## src/rtl/mips_ctrl_pkg.sv

```systemverilog
// rtl/mips_ctrl_pkg.sv - shared state, opcode, funct and ALU op constants for the MIPS control unit
// Purpose: one definition of the encodings used by mc_control, alu_decode and the ALU.
// Ports: none (package).
package mips_ctrl_pkg;

   typedef enum logic [3:0] {
      S_FETCH,
      S_DECODE,
      S_MEMADR,
      S_MEMRD,
      S_MEMWB,
      S_MEMWR,
      S_EXEC,
      S_ALUWB,
      S_BRANCH,
      S_ADDIEX,
      S_ADDIWB,
      S_JUMP,
      S_ILLEGAL
   } state_t;

   localparam logic [5:0] OP_RTYPE = 6'b000000;
   localparam logic [5:0] OP_LW    = 6'b100011;
   localparam logic [5:0] OP_SW    = 6'b101011;
   localparam logic [5:0] OP_BEQ   = 6'b000100;
   localparam logic [5:0] OP_ADDI  = 6'b001000;
   localparam logic [5:0] OP_J     = 6'b000010;

   localparam logic [5:0] FN_ADD = 6'b100000;
   localparam logic [5:0] FN_SUB = 6'b100010;
   localparam logic [5:0] FN_AND = 6'b100100;
   localparam logic [5:0] FN_OR  = 6'b100101;

   localparam logic [3:0] ALU_AND = 4'b0000;
   localparam logic [3:0] ALU_OR  = 4'b0001;
   localparam logic [3:0] ALU_ADD = 4'b0010;
   localparam logic [3:0] ALU_SUB = 4'b0110;

   localparam logic [1:0] SRCB_REG  = 2'b00;
   localparam logic [1:0] SRCB_FOUR = 2'b01;
   localparam logic [1:0] SRCB_IMM  = 2'b10;
   localparam logic [1:0] SRCB_IMM4 = 2'b11;

   localparam logic [1:0] PC_ALU    = 2'b00;
   localparam logic [1:0] PC_ALUOUT = 2'b01;
   localparam logic [1:0] PC_JUMP   = 2'b10;

endpackage

```

## src/rtl/mc_control_if.sv

```systemverilog
// rtl/mc_control_if.sv - control unit to datapath signal bundle
// Purpose: groups IR fields, ALU flags, memory handshake and all control outputs.
// Ports: none; master modport is the control unit, slave modport is the datapath side.
interface mc_control_if;

   logic [5:0] opcode;
   logic [5:0] funct;
   logic       zero;
   logic       overflow;
   logic       mem_ready;

   logic [3:0] alu_op;
   logic       alu_src_a;
   logic [1:0] alu_src_b;
   logic [1:0] pc_src;
   logic       pc_write;
   logic       iord;
   logic       mem_read;
   logic       mem_write;
   logic       ir_write;
   logic       reg_dst;
   logic       mem_to_reg;
   logic       reg_write;
   logic       illegal_op;
   logic       ovf_err;

   modport master (
      input  opcode, funct, zero, overflow, mem_ready,
      output alu_op, alu_src_a, alu_src_b, pc_src, pc_write, iord, mem_read,
             mem_write, ir_write, reg_dst, mem_to_reg, reg_write, illegal_op, ovf_err
   );

   modport slave (
      output opcode, funct, zero, overflow, mem_ready,
      input  alu_op, alu_src_a, alu_src_b, pc_src, pc_write, iord, mem_read,
             mem_write, ir_write, reg_dst, mem_to_reg, reg_write, illegal_op, ovf_err
   );

endinterface

```

## src/rtl/mc_control_alu_decode.sv

```systemverilog
// rtl/mc_control_alu_decode.sv - R-type funct to ALU operation decoder
// Purpose: combinational funct decode shared by DECODE (legality) and EXEC (operation).
// Ports: funct in 6; alu_op out 4; legal out 1 (supported funct); is_addsub out 1 (ADD or SUB).
module alu_decode
   import mips_ctrl_pkg::*;
(
   input  logic [5:0] funct,
   output logic [3:0] alu_op,
   output logic       legal,
   output logic       is_addsub
);

   always_comb begin
      alu_op    = ALU_AND;
      legal     = 1'b1;
      is_addsub = 1'b0;
      case (funct)
         FN_ADD: begin alu_op = ALU_ADD; is_addsub = 1'b1; end
         FN_SUB: begin alu_op = ALU_SUB; is_addsub = 1'b1; end
         FN_AND: alu_op = ALU_AND;
         FN_OR:  alu_op = ALU_OR;
         default: legal = 1'b0;
      endcase
   end

endmodule

```

## src/rtl/mc_control.sv

```systemverilog
// rtl/mc_control.sv - multi-cycle MIPS control FSM driving the ALU op and datapath enables
// Purpose: sequences FETCH/DECODE/EXECUTE/MEMORY/WRITEBACK and decodes Moore outputs from state.
// Ports: clk in 1; reset_n in 1 (async, active low); bus master modport of mc_control_if
//        (opcode/funct/zero/overflow/mem_ready in; alu_op, selects, enables, illegal_op, ovf_err out).
module mc_control
   import mips_ctrl_pkg::*;
#(
   parameter int SIZE = 32
) (
   input  logic          clk,
   input  logic          reset_n,
   mc_control_if.master  bus
);

   if (SIZE < 1) begin : g_size_check
      $error("mc_control: SIZE must be positive");
   end

   state_t     state, state_nxt;
   logic       ovf_q, ovf_nxt;
   // LW/SW choice is captured in DECODE so opcode may change after it.
   logic       is_sw_q, is_sw_nxt;
   logic [3:0] dec_op;
   logic       dec_legal;
   logic       dec_addsub;

   alu_decode u_alu_decode (
      .funct     (bus.funct),
      .alu_op    (dec_op),
      .legal     (dec_legal),
      .is_addsub (dec_addsub)
   );

   always_ff @(posedge clk or negedge reset_n) begin
      if (!reset_n) begin
         state   <= S_FETCH;
         ovf_q   <= 1'b0;
         is_sw_q <= 1'b0;
      end else begin
         state   <= state_nxt;
         ovf_q   <= ovf_nxt;
         is_sw_q <= is_sw_nxt;
      end
   end

   always_comb begin
      state_nxt      = state;
      ovf_nxt        = ovf_q;
      is_sw_nxt      = is_sw_q;
      bus.alu_op     = ALU_AND;
      bus.alu_src_a  = 1'b0;
      bus.alu_src_b  = SRCB_REG;
      bus.pc_src     = PC_ALU;
      bus.pc_write   = 1'b0;
      bus.iord       = 1'b0;
      bus.mem_read   = 1'b0;
      bus.mem_write  = 1'b0;
      bus.ir_write   = 1'b0;
      bus.reg_dst    = 1'b0;
      bus.mem_to_reg = 1'b0;
      bus.reg_write  = 1'b0;
      bus.illegal_op = 1'b0;
      bus.ovf_err    = 1'b0;

      case (state)
         S_FETCH: begin
            bus.mem_read  = 1'b1;
            bus.alu_src_b = SRCB_FOUR;
            bus.alu_op    = ALU_ADD;
            // IR and PC+4 only commit on the cycle the fetch completes.
            bus.ir_write  = bus.mem_ready;
            bus.pc_write  = bus.mem_ready;
            if (bus.mem_ready) state_nxt = S_DECODE;
         end
         S_DECODE: begin
            bus.alu_src_b = SRCB_IMM4;
            bus.alu_op    = ALU_ADD;
            is_sw_nxt     = (bus.opcode == OP_SW);
            case (bus.opcode)
               OP_LW, OP_SW: state_nxt = S_MEMADR;
               OP_RTYPE:     state_nxt = dec_legal ? S_EXEC : S_ILLEGAL;
               OP_BEQ:       state_nxt = S_BRANCH;
               OP_ADDI:      state_nxt = S_ADDIEX;
               OP_J:         state_nxt = S_JUMP;
               default:      state_nxt = S_ILLEGAL;
            endcase
         end
         S_MEMADR, S_ADDIEX: begin
            bus.alu_src_a = 1'b1;
            bus.alu_src_b = SRCB_IMM;
            bus.alu_op    = ALU_ADD;
            if (state == S_ADDIEX) state_nxt = S_ADDIWB;
            else                   state_nxt = is_sw_q ? S_MEMWR : S_MEMRD;
         end
         S_MEMRD: begin
            bus.mem_read = 1'b1;
            bus.iord     = 1'b1;
            if (bus.mem_ready) state_nxt = S_MEMWB;
         end
         S_MEMWR: begin
            bus.mem_write = 1'b1;
            bus.iord      = 1'b1;
            if (bus.mem_ready) state_nxt = S_FETCH;
         end
         S_MEMWB: begin
            bus.reg_write  = 1'b1;
            bus.mem_to_reg = 1'b1;
            state_nxt      = S_FETCH;
         end
         S_EXEC: begin
            bus.alu_src_a = 1'b1;
            bus.alu_op    = dec_op;
            // Only ADD/SUB can overflow; logic ops always write back.
            ovf_nxt       = dec_addsub & bus.overflow;
            state_nxt     = S_ALUWB;
         end
         S_ALUWB: begin
            bus.reg_dst   = 1'b1;
            bus.reg_write = ~ovf_q;
            bus.ovf_err   = ovf_q;
            state_nxt     = S_FETCH;
         end
         S_ADDIWB: begin
            bus.reg_write = 1'b1;
            state_nxt     = S_FETCH;
         end
         S_BRANCH: begin
            bus.alu_src_a = 1'b1;
            bus.alu_op    = ALU_SUB;
            bus.pc_src    = PC_ALUOUT;
            bus.pc_write  = bus.zero;
            state_nxt     = S_FETCH;
         end
         S_JUMP: begin
            bus.pc_src   = PC_JUMP;
            bus.pc_write = 1'b1;
            state_nxt    = S_FETCH;
         end
         S_ILLEGAL: begin
            bus.illegal_op = 1'b1;
            state_nxt      = S_FETCH;
         end
         default: state_nxt = S_FETCH;
      endcase
   end

endmodule

```

## src/flat_wrapper.sv

```systemverilog
// flat-port wrapper written by rule: the top's interface ports become plain ports
module mc_control_flat import mips_ctrl_pkg::*;
#(
   parameter int SIZE = 32
)
  (clk, reset_n, bus_opcode, bus_funct, bus_zero, bus_overflow, bus_mem_ready, bus_alu_op, bus_alu_src_a, bus_alu_src_b, bus_pc_src, bus_pc_write, bus_iord, bus_mem_read, bus_mem_write, bus_ir_write, bus_reg_dst, bus_mem_to_reg, bus_reg_write, bus_illegal_op, bus_ovf_err);
  mc_control_if bus_i ();
  input  logic clk;
  input  logic reset_n;
  input wire logic [$bits(bus_i.opcode)-1:0] bus_opcode;
  input wire logic [$bits(bus_i.funct)-1:0] bus_funct;
  input wire logic [$bits(bus_i.zero)-1:0] bus_zero;
  input wire logic [$bits(bus_i.overflow)-1:0] bus_overflow;
  input wire logic [$bits(bus_i.mem_ready)-1:0] bus_mem_ready;
  output wire logic [$bits(bus_i.alu_op)-1:0] bus_alu_op;
  output wire logic [$bits(bus_i.alu_src_a)-1:0] bus_alu_src_a;
  output wire logic [$bits(bus_i.alu_src_b)-1:0] bus_alu_src_b;
  output wire logic [$bits(bus_i.pc_src)-1:0] bus_pc_src;
  output wire logic [$bits(bus_i.pc_write)-1:0] bus_pc_write;
  output wire logic [$bits(bus_i.iord)-1:0] bus_iord;
  output wire logic [$bits(bus_i.mem_read)-1:0] bus_mem_read;
  output wire logic [$bits(bus_i.mem_write)-1:0] bus_mem_write;
  output wire logic [$bits(bus_i.ir_write)-1:0] bus_ir_write;
  output wire logic [$bits(bus_i.reg_dst)-1:0] bus_reg_dst;
  output wire logic [$bits(bus_i.mem_to_reg)-1:0] bus_mem_to_reg;
  output wire logic [$bits(bus_i.reg_write)-1:0] bus_reg_write;
  output wire logic [$bits(bus_i.illegal_op)-1:0] bus_illegal_op;
  output wire logic [$bits(bus_i.ovf_err)-1:0] bus_ovf_err;
  assign bus_i.opcode = bus_opcode;
  assign bus_i.funct = bus_funct;
  assign bus_i.zero = bus_zero;
  assign bus_i.overflow = bus_overflow;
  assign bus_i.mem_ready = bus_mem_ready;
  assign bus_alu_op = bus_i.alu_op;
  assign bus_alu_src_a = bus_i.alu_src_a;
  assign bus_alu_src_b = bus_i.alu_src_b;
  assign bus_pc_src = bus_i.pc_src;
  assign bus_pc_write = bus_i.pc_write;
  assign bus_iord = bus_i.iord;
  assign bus_mem_read = bus_i.mem_read;
  assign bus_mem_write = bus_i.mem_write;
  assign bus_ir_write = bus_i.ir_write;
  assign bus_reg_dst = bus_i.reg_dst;
  assign bus_mem_to_reg = bus_i.mem_to_reg;
  assign bus_reg_write = bus_i.reg_write;
  assign bus_illegal_op = bus_i.illegal_op;
  assign bus_ovf_err = bus_i.ovf_err;
  mc_control #(.SIZE(SIZE)) u_core (.clk(clk), .reset_n(reset_n), .bus(bus_i));
endmodule
```

## config.mk

```make
export PLATFORM = sky130hd
export DESIGN_NAME = mc_control_flat
export DESIGN_NICKNAME = d
export VERILOG_FILES = /design/src/rtl/mips_ctrl_pkg.sv /design/src/rtl/mc_control_if.sv /design/src/rtl/mc_control_alu_decode.sv /design/src/rtl/mc_control.sv /design/src/flat_wrapper.sv
export SDC_FILE = /design/constraint.sdc
export NUM_CORES = 1
export LEC_CHECK = 0
export ABC_AREA = 1
export BUFFER_PORTS_ARGS = -buffer_cell sky130_fd_sc_hd__clkbuf_2
export CAP_MARGIN = 10
export CORE_MARGIN = 2
export CORE_UTILIZATION = 43
export DETAILED_ROUTE_END_ITERATION = 16
export PLACE_DENSITY = 0.77
export SETUP_SLACK_MARGIN = 0.05
export SYNTH_ARGS = -nofsm -noshare
export SYNTH_HDL_FRONTEND = slang
export SYNTH_SLANG_ARGS = --single-unit
export TNS_END_PERCENT = 1
```

## constraint.sdc

```tcl
create_clock -name clk -period 1.52 [get_ports clk]
set_clock_uncertainty 0.1 [all_clocks]
set_input_delay 0.152 -clock clk [delete_from_list [all_inputs] [get_ports clk]]
set_output_delay 0.152 -clock clk [all_outputs]
set_load 0.1 [all_outputs]
```

==> summary by stage, run 1 <==
Run status
The run stopped with a tool error. Progress stopped at clock tree synthesis. The first error in the log reads "[ERROR DPL-0038] Utilization greater than 100%, impossible to legalize".

Clock network
Clock tree synthesis selected as its root buffer the cell sky130_fd_sc_hd__clkbuf_4. The number of gates resized after CTS is 13. Counting the buffers created by CTS gives 3. The H-tree depth reported by CTS is 1. The CTS sink count is 6.

Once the clock tree was built, the setup fixing pass inserted 2 buffers. The largest buffer count on any clock path is 2. Buffers inserted to repair hold after CTS numbered 1.

Synthesis
The dominant cell by count in the synthesized netlist is sky130_fd_sc_hd__nand2_1. Ranked by instance count, the synthesized netlist is headed by sky130_fd_sc_hd__nand2_1, sky130_fd_sc_hd__inv_1, sky130_fd_sc_hd__nor2_1. The share of synthesized area in the top cell type comes to 0.229. After synthesis the cells add up to 654 um^2. Counting flops and latches in the post-synthesis netlist gives 6. Counting distinct cell types in the post-synthesis netlist gives 24. The number of warnings printed during yosys synthesis is 0.

The share of flip-flops with an asynchronous set or reset is 1.00. Yosys attributes the largest share of cell area to sky130_fd_sc_hd__dfrtp_1, sky130_fd_sc_hd__nand2_1, sky130_fd_sc_hd__inv_1. The instance count of the mapped netlist is 113. The most common flop cell mapped by yosys is sky130_fd_sc_hd__dfrtp_1. The number of enable-type register cells in the synthesized netlist is 0. The post-synthesis sequential area ratio is 0.229. The net count after synthesis is 130. The post-synthesis area per instance is 5.79 um^2. The dominant cell type by area after synthesis is sky130_fd_sc_hd__dfrtp_1.

Floorplan
The initialized floorplan defines 14 standard-cell rows. The number of primary I/O pins is 36. The die height is 43.0 um. The width of the chip is 43.0 um. The effective utilization at floorplan is 0.445.

Place
The HPWL after detailed placement is 2450 um. The placer's final routability congestion estimate is 0.876. Input and output buffers added on the ports amount to 34.
## logic make-up after synthesis
family	share of synthesized area
buf+inv	0.149
flops	0.229
other cells	0.00573
simple gates	0.491
compound gates	0.124
## stage by stage
| stage | cell area, um^2 | worst slack [ns] | hold WS [ns] | instances | util |
|---|---|---|---|---|---|
| floorplan | 803 | -0.433 | -0.244 | 113 | - |
| global placement | 1380 | 0.00732 | -0.117 | 179 | 0.940 |
| detailed placement | 1380 | -0.0864 | -0.117 | 179 | 0.940 |
==> inputs of run 2 (changes only) <==
CORE_AREA = 2 2 63 65   (was not set)
CORE_MARGIN = not set   (was 2)
CORE_UTILIZATION = not set   (was 43)
DIE_AREA = 0 0 65 67   (was not set)
PLACE_DENSITY = not set   (was 0.77)
PLACE_DENSITY_LB_ADDON = 0.15   (was not set)
SETUP_SLACK_MARGIN = not set   (was 0.05)
==> summary by stage, run 2 <==
Run status
The flow ran to the end, but the final reports show violations. The checks that failed: negative setup slack.

Finish
The repair_antennas step left the layout with diodes totalling 0. The number of flip-flops under the largest register name is 4. The final-stage net count is 194. The final cell count without fillers is 224. The register with the most flip-flops in the final layout is u_core.state. Once layout is complete, the utilization of the core stands at 0.449. Registers take 154 um^2.

After filler insertion, the fill cell instance count of the layout stands at 355. In the final layout, the registers with the most flip-flops are u_core.state: 4 flops, u_core.is_sw_q: 1 flops, u_core.ovf_q: 1 flops. The fraction of layout cells with a size suffix above 1 is 0.659.

The library cells used most frequently in the layout, excluding fill and tap cells, are sky130_fd_sc_hd__nand2_1, sky130_fd_sc_hd__buf_4, sky130_fd_sc_hd__buf_12, sky130_fd_sc_hd__clkbuf_2, sky130_fd_sc_hd__nor2_4. The library cell used most frequently in the layout, excluding fill and tap cells, is sky130_fd_sc_hd__nand2_1. In the final layout, the multi-input gates occupy 617 um^2. Compared with the post-synthesis result, the final layout area differs by 148%.

GRT
The remaining global-route overflow is 0. Entering global routing, the biggest net connects 8 pins. The initial antenna violation count is 0.

The first global-routing pass estimated 3720 um of wire. In the global route stage, overall resource usage came out at 0.108. The via count of the first global-routing pass was 850.

Worst hold path
The worst hold path passes through 3 cells. The worst hold path belongs to the class input pin to flip-flop. The path with the worst hold slack has its endpoint at u_core.ovf_q. In this run the most critical hold path is launched from bus_overflow.

STA
The final number of max-transition violations was 0. Once routing completed, OpenROAD measured the worst setup slack at -0.247 ns. The routed design could run at a clock period as short as 1.77 ns. The total count of hold-check failures in the final report is 0. The post-route clock period utilization is 1.16. Setup repair after global routing could not meet its margin everywhere. The achievable clock frequency is 566 MHz.

Setup violations remaining at the end of the flow were counted as 19.

Synthesis
Synthesis handed over a netlist of 113 instances. When the netlist entered floorplanning its net count stood at 130. The most common flop cell mapped by yosys is sky130_fd_sc_hd__dfrtp_1. The cell area after technology mapping is 654 um^2.

The synthesized design contains 6 register bits. The share of flip-flops with an asynchronous set or reset is 1.00. The share of synthesized area in the top cell type comes to 0.229. The synthesized design contains 0 enable-type register cells.

Yosys attributes the largest share of cell area to sky130_fd_sc_hd__dfrtp_1, sky130_fd_sc_hd__nand2_1, sky130_fd_sc_hd__inv_1. The number of warnings printed during yosys synthesis is 0. The post-synthesis area per instance is 5.79 um^2.

After synthesis, the netlist uses 24 different library cells. The dominant cell type by area after synthesis is sky130_fd_sc_hd__dfrtp_1. The commonest cells after synthesis are sky130_fd_sc_hd__nand2_1, sky130_fd_sc_hd__inv_1, sky130_fd_sc_hd__nor2_1. The dominant cell by count in the synthesized netlist is sky130_fd_sc_hd__nand2_1. The post-synthesis sequential area ratio is 0.229.

Clock network
The H-tree depth reported by CTS is 1. The largest buffer count on any clock path is 2. The number of buffers added by the clock tree synthesis step is 3.

The clock drives 6 sinks. The clock latency on the worst-skew pair is 0.22 ns. Clock tree synthesis selected as its root buffer the cell sky130_fd_sc_hd__clkbuf_8. The clock transition at the registers of the reported paths is 0.04 ns. The clock tree from TritonCTS is done.

Place
Before CTS, the worst setup slack after placement is -0.0238 ns. The placer's final routability congestion estimate is 0.802. The quantity of I/O buffers inserted on ports is 34. The number of placed instances, taps included, is 216. The HPWL after detailed placement is 1970 um.

Floorplan
The core region is 3610 um^2. The effective utilization at floorplan is 0.181. From bottom edge to top edge, the die measures 67 um. The number of primary I/O pins is 36. After floorplanning, the core was divided into 22 placement rows.

From left edge to right edge, the die measures 65 um. The floorplan die area is 4360 um^2.

Routing
The total detailed-routing wirelength is 2270 um. In the routed design, unresolved DRC markers number 0. The mean routed wirelength per cell is 10.1 um.

Once detail routing completed, the nets flagged for antenna violations numbered 0. The detailed router placed 910 vias in this run. The detailed-router iteration count before antenna repair is 4. The detailed router finished its first iteration with 18 violations. The average vias per placed instance is 4.06.

Setup path
In this run the critical register-to-register path is launched from u_core.state[0]. The peak fanout along the critical path is 5. The kind of start point of the critical path is a flip-flop.

The cell depth of the worst flop-to-flop path is 11. The worst path required time is 1.27 ns. The capturing element type of the critical path is an output pin. The kind of critical path is flip-flop to output pin. The worst endpoint data arrival time is 1.51 ns. In this run the register-to-register setup slack is -0.11 ns. The capture instance of the worst register-to-register path is u_core.state[2].

Run
The max-capacitance violation count is 0.
[run 2: cell counts after synthesis]
Identical to the previous run, type by type.
[run 2: worst max-delay path by stage]
stage	cells past startpoint	endpoint	from
after global routing	7	bus_pc_write	u_core.state[1]
after detailed placement	4	bus_reg_write	u_core.state[0]
after CTS	6	bus_alu_op[2]	u_core.state[2]
final	5	bus_reg_write	u_core.state[1]
after global placement	7	bus_alu_src_b[1]	u_core.state[0]
after floorplan	6	bus_pc_write	u_core.state[3]
[run 2: cells by family (layout without fill, tap and decap cells)]
kind of cell,after synthesis,after routing,synth area share
DFF,6,6,0.229
other,1,1,0.00573
buffers and inverters,25,88,0.149
and+or+nand+nor,70,70,0.491
AOI/OAI and AO/OA,11,11,0.124
[run 2: area by class of cell]
type	instances	area share
timing repair buffer	60	0.401
sequential	6	0.0950
inverter	24	0.0587
clock buffer	4	0.0278
tap	48	0.0371
multi-input combinational	82	0.381
[run 2: worst max-delay path, cell delays in order, from the launching register on]
cell and delay [ns]:
sky130_fd_sc_hd__dfrtp_2 0.45, sky130_fd_sc_hd__inv_2 0.09, sky130_fd_sc_hd__nor2_4 0.04, sky130_fd_sc_hd__buf_4 0.14
sky130_fd_sc_hd__a221o_4 0.39, sky130_fd_sc_hd__buf_12 0.17
[run 2: metrics by stage]
| stage | setup TNS (ns) | hold WS [ns] | area [um^2] |
|---|---|---|---|
| floorplan | -3.49 | -0.244 | 803 |
| global placement | -0.0500 | -0.107 | 1460 |
| detailed placement | -0.0571 | -0.109 | 1460 |
| CTS | -2.54 | 0.0650 | 1540 |
| global route | -4.19 | 0.0813 | 1620 |
| finish | -2.90 | 0.0618 | 1620 |
[run 2: what timing repair did]
item,in CTS,in global routing
hold buffers,1,0
setup buffers,0,4
pin swaps,8,10
endpoints found under the setup margin,18,19
resized for setup,8,16
hold endpoints to repair,6,0
[run 2: metal layers]
layer / up-vias / track usage / part of all wire
met5: - / 0 / 0
met4: 0 / 0.0239 / 0.0049
met3: 2 / 0.0152 / 0.034
met2: 22 / 0.202 / 0.57
met1: 410 / 0.130 / 0.39
li1: 476 / - / -
Power of run 2 is left out: the tool's default activity adds up to more than one toggle a clock period on the data nets, which glitch-free logic cannot reach.
==> inputs of run 3 (changes only) <==
CELL_PAD_IN_SITES_DETAIL_PLACEMENT = 1   (was not set)
CELL_PAD_IN_SITES_GLOBAL_PLACEMENT = 1   (was not set)
SYNTH_HIERARCHICAL = 1   (was not set)
==> summary by stage, run 3 <==
Clock network
CTS saw 6 sinks. In this run the number of H-tree levels came out at 1. Counting along the longest clock path gives a buffer depth of 2. The clock tree root buffer cell is sky130_fd_sc_hd__clkbuf_8.

The clock transition at the registers of the reported paths is 0.04 ns. The number of buffers added by the clock tree synthesis step is 3. The clock reaches the later pin of the worst-skew pair after 0.23 ns. The clock tree from TritonCTS is done.

STA
Setup repair after global routing could not meet its margin everywhere. In this run the tightest slew margin relative to its limit is -0.165. For the finished layout, the period the worst path requires is 1.74 ns. Based on the critical path, the design can be clocked at up to 576 MHz. The total count of hold-check failures in the final report was 0. The final number of max-transition violations is 1. The post-route worst setup slack is -0.216 ns. The slew of the pin with the lowest slew margin is 1.74 ns. Of the available clock period, the critical path in the final layout requires 1.14. Across all hold checks on the routed design, the worst slack comes to 0.0892 ns.

Setup violations remaining at the end of the flow were counted as 19.

Run status
The flow ran to the end, but the final reports show violations. The checks that failed: max-slew violations, negative setup slack.

Finish
The register name with the most flops is u_core/state. For this run, the post-layout net count is 204. Leaving out fill and tap cells, the most frequent cells in the layout are sky130_fd_sc_hd__nand2_1, sky130_fd_sc_hd__buf_4, sky130_fd_sc_hd__buf_12, sky130_fd_sc_hd__inv_1, sky130_fd_sc_hd__clkbuf_2. The antenna diode count is 0. The fraction of layout cells with a size suffix above 1 is 0.595.

In the final layout, the registers with the most flip-flops are u_core/state: 4 flops, u_core/is_sw_q: 1 flops, u_core/ovf_q: 1 flops. The area growth from synthesis to layout is 127%. Leaving out fill and tap cells, the most frequent cell in the layout is sky130_fd_sc_hd__nand2_1. The final standard cell utilization of the core is 0.442. The register with the most flip-flops in the layout has 4 of them.

Synthesis
The net count after synthesis is 144. The fraction of synthesized cell area taken by the top area cell type is 0.214. The dominant cell by count in the synthesized netlist is sky130_fd_sc_hd__nand2_1. The number of unique standard cell types used by synthesis is 20.

For this run, the register share of the synthesized area comes to 0.214. The count of state elements after synthesis is 6. The number of enable-type register cells in the synthesized netlist is 0. In the post-synthesis netlist, the biggest area contributors are sky130_fd_sc_hd__dfrtp_1, sky130_fd_sc_hd__nand2_1, sky130_fd_sc_hd__inv_1. The cell area after technology mapping is 701 um^2. Ranked by instance count, the synthesized netlist is headed by sky130_fd_sc_hd__nand2_1, sky130_fd_sc_hd__inv_1, sky130_fd_sc_hd__nor2_1.

The post-synthesis area per instance is 5.52 um^2. The share of flip-flops with an asynchronous set or reset is 1.00. During synthesis, Yosys emitted a total of 6 warnings.

The instance count of the mapped netlist is 127. The most common flop cell mapped by yosys is sky130_fd_sc_hd__dfrtp_1. The synthesized design spends more area on one cell type than any other, namely sky130_fd_sc_hd__dfrtp_1.

Floorplan
Row generation in the floorplan step produced 22 rows. During I/O placement, the number of pins put on the boundary was 36. The region available for standard cell placement spans 3610 um^2.

The width of the chip is 65 um. The effective utilization at floorplan is 0.194. The die covers 4360 um^2.

The die height is 67 um.

Routing
For this block, the initial DRC count from the detailed router was 13. The count of nets left with antenna violations once routing finished came out at 0. In the routed design, unresolved DRC markers number 0. In the final routed layout, each cell accounts on average for 12.1 um. The average vias per placed instance is 4.33.

The first detailed-routing pass took 4 iterations. The total detailed-routing wirelength is 2820 um. The total number of vias is 1008.

Setup path
For the worst setup path, the data arrival time is 1.48 ns. The peak fanout along the critical path is 4. STA classifies the critical path endpoint as an output pin. The worst setup path is of the flip-flop to output pin kind. In this run the critical register-to-register path is launched from u_core/state[3].

The critical path goes through inv_2 > nor2_4 > buf_6 > a221o_4 > buf_12. The critical-path cell with the highest stage delay is sky130_fd_sc_hd__dfrtp_2. STA classifies the critical path startpoint as a flip-flop. The origin of the worst setup path is u_core/state[3]. In this design, the stage delay of the slowest critical-path cell is 0.43 ns. The worst path required time is 1.27 ns.

GRT
The aggregate global-route resource usage is 0.142. The initial antenna violation count is 0. The first global-routing pass estimated 4750 um of wire. Entering global routing, the biggest net connects 7 pins. The via count of the first global-routing pass was 1102.

The total overflow left after global routing is 0.

Place
The placer's final routability congestion estimate is 0.792. Once detailed placement completed, the half-perimeter wirelength came to 2470 um. The quantity of I/O buffers inserted on ports is 34.

Power and ir drop
In this run the power density over the cells is 2420 nW/um^2. The leakage power is 0.778 nW. VDD sags by at most 1.14 mV.

Run
Max-cap violations in this run came to 0.

Worst hold path
The critical hold path startpoint is bus_overflow. The path class of the tightest hold or removal check is input pin to flip-flop.
## run 3: cell count changes in the layout (fill, tap and decap cells not counted), sizes merged, moves of 2 or more
cell	change
nor2	+6
nand3	+5
buf	-3
o21ai	+2
nand2	-2
inv	+6
## run 3: repair_timing
item                                   4_1_cts  5_1_grt
setup endpoints to repair                   19       20
endpoints found under the hold margin        6        0
pin swaps                                    4        7
hold buffers                                 1        0
setup buffers                                1        1
resized for setup                           11       11
## run 3: cells by family (layout without fill, tap and decap cells)
family / after synthesis / after routing / share of synthesized area
buf+inv: 32 / 90 / 0.182
other cells: 1 / 1 / 0.00535
compound gates: 13 / 13 / 0.116
flops: 6 / 6 / 0.214
simple gates: 75 / 75 / 0.482
## run 3: through the flow
stage / cells / power (mW) / worst slack [ns] / area [um^2] / TNS [ns]
6_report: 233 / 3.85 / -0.216 / 1590 / -2.46
5_1_grt: 233 / 4.02 / -0.267 / 1590 / -3.80
4_1_cts: 232 / 3.81 / -0.223 / 1560 / -2.96
3_5_place_dp: 227 / 3.49 / -0.0988 / 1470 / -0.446
3_3_place_gp: 227 / 3.45 / -0.0148 / 1470 / -0.0411
2_1_floorplan: 127 / 2.29 / -0.421 / 837 / -3.80
## run 3: critical path, delay by kind of cell (launching register included)
kind                   cells  cell delay, ns
buffers and inverters      3            0.37
AND/OR/NAND/NOR            1            0.06
flip-flops                 1            0.43
AO/OA/AOI/OAI              1            0.39
## run 3: area by class of cell
type	instances	area, um^2
Inverter	30	118
Sequential cell	6	155
Clock buffer	3	41.3
Timing Repair Buffer	57	627
Fill cell	460	2010
Multi-Input combinational cell	89	592
Tap cell	48	60.1
## run 3: path summary, 6_finish.rpt
path / end / cells after the start / slack, ns
max: bus_reg_write / 5 / -0.22
min in group asynchronous: u_core/ovf_q / 2 / 0.20
min: u_core/ovf_q / 3 / 0.09
max in group asynchronous: u_core/state[0] / 2 / 0.94
min reg2reg: u_core/is_sw_q / 2 / 0.44
max reg2reg: u_core/state[0] / 8 / -0.04
## run 3: power by group
part           switching [mW]  total [mW]  internal, mW
combinational            2.12        3.30          1.18
sequential             0.0772       0.303         0.226
clock                  0.0759       0.247         0.171
total                    2.27        3.85          1.58
## run 3: per-layer routing
layer  vias to the layer above  routed length, um  global-route usage
li1                        508                  -                   -
met1                       471               1050               0.135
met2                        24               1650               0.307
met3                         5                 79              0.0169
met4                         0                 38              0.0479
met5                         -                  0                   0
Power figures use the tool's default switching activity.
==> inputs of run 4 (changes only) <==
CELL_PAD_IN_SITES_DETAIL_PLACEMENT = 0   (was 1)
==> summary by stage, run 4 (synthesis results as in run 3) <==
Setup path
The origin of the worst setup path is u_core/state[3]. STA classifies the critical path endpoint as an output pin. The kind of critical path is flip-flop to output pin. The worst endpoint data arrival time is 1.48 ns. The startpoint identified for the worst register-to-register timing path is u_core/state[1]. Of all nets on the critical path, the largest fanout is 4. For the worst flop-to-flop path, the logic depth is 9. STA classifies the critical path startpoint as a flip-flop. At the worst endpoint, the required time is 1.27 ns.

Routing
The count of routing violations after the opening detailed-route iteration is 8. In the final routed layout, each cell accounts on average for 10.5 um. The first detailed-routing pass took 4 iterations. The post-route antenna net violation count is 0. The routed layout has 949 vias.

The final layout contains routed wiring with a total length of 2440 um. The number of design rule violations left after detail routing is 0. The average vias per placed instance is 4.09.

GRT
The remaining global-route overflow is 0. The via count of the first global-routing pass was 951. For this run, global-route usage on met2 was measured as 0.237. For met3 alone, demand over resource in global routing was 0.0169.

In the global route stage, overall resource usage came out at 0.125. The first-pass GRT wire length is 4200 um. The global routing stage identified its most utilized layer as met2. In the global route stage, met1 resource usage came out at 0.134. The initial antenna violation count is 0. Entering global routing, the biggest net connects 7 pins.

Floorplan
From left edge to right edge, the die measures 65 um. The die height is 67 um. The number of primary I/O pins is 36. The effective utilization at floorplan is 0.194. The total core area is 3610 um^2. The floorplan die area is 4360 um^2.

The initialized floorplan defines 22 standard-cell rows.

Clock network
The number of buffers added by the clock tree synthesis step is 3. The clock tree root buffer cell is sky130_fd_sc_hd__clkbuf_8. The CTS sink count is 6. TritonCTS built the clock tree.

The clock transition at the registers of the reported paths is 0.04 ns. The H-tree depth reported by CTS is 1. The clock passes through at most 2 buffers. The clock latency on the worst-skew pair is 0.22 ns.

Finish
The layout-stage area growth over the synthesis result is 126%. The final cell count without fillers is 232. The final-stage net count is 203. The largest registers in the layout are u_core/state: 4 flops, u_core/is_sw_q: 1 flops, u_core/ovf_q: 1 flops. The register name with the most flops is u_core/state.

In the layout the commonest cells are sky130_fd_sc_hd__nand2_1, sky130_fd_sc_hd__buf_12, sky130_fd_sc_hd__buf_4, sky130_fd_sc_hd__inv_1, sky130_fd_sc_hd__clkbuf_2. The final design instance area without fill is 1590 um^2. The register with the most flip-flops in the layout has 4 of them.

At the end of the flow the core is filled with cells to 0.440. Leaving out fill and tap cells, the most frequent cell in the layout is sky130_fd_sc_hd__nand2_1. The number of antenna diodes in the final layout is 0. In the final layout, the share of cells above drive strength 1 is 0.571.

Place
Including well taps, the total number of placed cells is 227. The HPWL after detailed placement is 2160 um. The worst setup slack before clock tree synthesis is -0.0533 ns.

The quantity of I/O buffers inserted on ports is 34. The placed instances occupy a cell area of 1470 um^2. At the end of routability-driven placement, the weighted congestion stood at 0.792.

Power and ir drop
The maximum ir drop on the vdd rail is 1.09 mV. The completed layout was analyzed and its total power is 3.80 mW. For this design the ratio of total power to cell area is 2390 nW/um^2. The leakage power is 0.777 nW.

STA
The clock period minus final worst setup slack is 1.74 ns. The final number of max-transition violations is 1. Setup repair after global routing could not meet its margin everywhere.

For the pin with the worst max-slew slack, the measured transition is 1.72 ns. Once routing completed, OpenROAD measured the worst setup slack at -0.215 ns. Dividing the final minimum period by the clock period gives 1.14. Timing would allow up to 576 MHz. The final hold slack is 0.101 ns. The total of endpoints with negative setup slack in the final report is 18.

The worst pin sits at a relative slew slack of -0.154. Setup total negative slack on the finished layout was measured at -2.17 ns. The total count of hold-check failures in the final report is 0.

Run
Across the run, the number of max-cap violations was 0.

Worst hold path
The startpoint identified for the worst hold timing path is bus_overflow. Along the worst hold path, the cell count comes to 3. The path class of the tightest hold or removal check is input pin to flip-flop.

Run status
The final reports fail on max-slew violations, negative setup slack. The flow ran to the end, but the final reports show violations.
## run 4: layout make-up
cell class | instances | area [um^2]
repair buffers | 56 | 619
flip-flops and latches | 6 | 154
well taps | 48 | 60.1
fillers | 381 | 2020
multi-input cells | 89 | 592
inverters | 30 | 120
clock buffers | 3 | 41.3
## run 4: what timing repair did
action | CTS | global route
hold buffers | 1 | 0
resized for setup | 13 | 7
pin swaps | 7 | 2
endpoints found under the setup margin | 19 | 20
setup buffers | 0 | 1
endpoints found under the hold margin | 6 | 0
## run 4: final timing paths
kind / end / slack [ns]
max: bus_reg_write / -0.22
min reg2reg: u_core/is_sw_q / 0.43
max reg2reg: u_core/state[0] / -0.02
min in group asynchronous: u_core/state[1] / 0.20
min: u_core/ovf_q / 0.10
max in group asynchronous: u_core/state[0] / 0.95
## run 4: layer usage
layer	wire length, um	share of wire
met1	1040	0.42
met2	1300	0.53
met3	80	0.033
met4	23	0.0094
met5	0	0
## run 4: worst max-delay path, stage by stage (launching register included)
cell and delay (ns):
sky130_fd_sc_hd__dfrtp_2 0.44, sky130_fd_sc_hd__inv_2 0.09, sky130_fd_sc_hd__nor2_4 0.05, sky130_fd_sc_hd__buf_6 0.11, sky130_fd_sc_hd__a221o_4 0.39, sky130_fd_sc_hd__buf_12 0.17
## run 4: report_power, final
group	leakage, nW	internal [mW]	switching [mW]
clock network	0.0216	0.170	0.0668
registers	0.0731	0.224	0.0804
logic	0.682	1.17	2.09
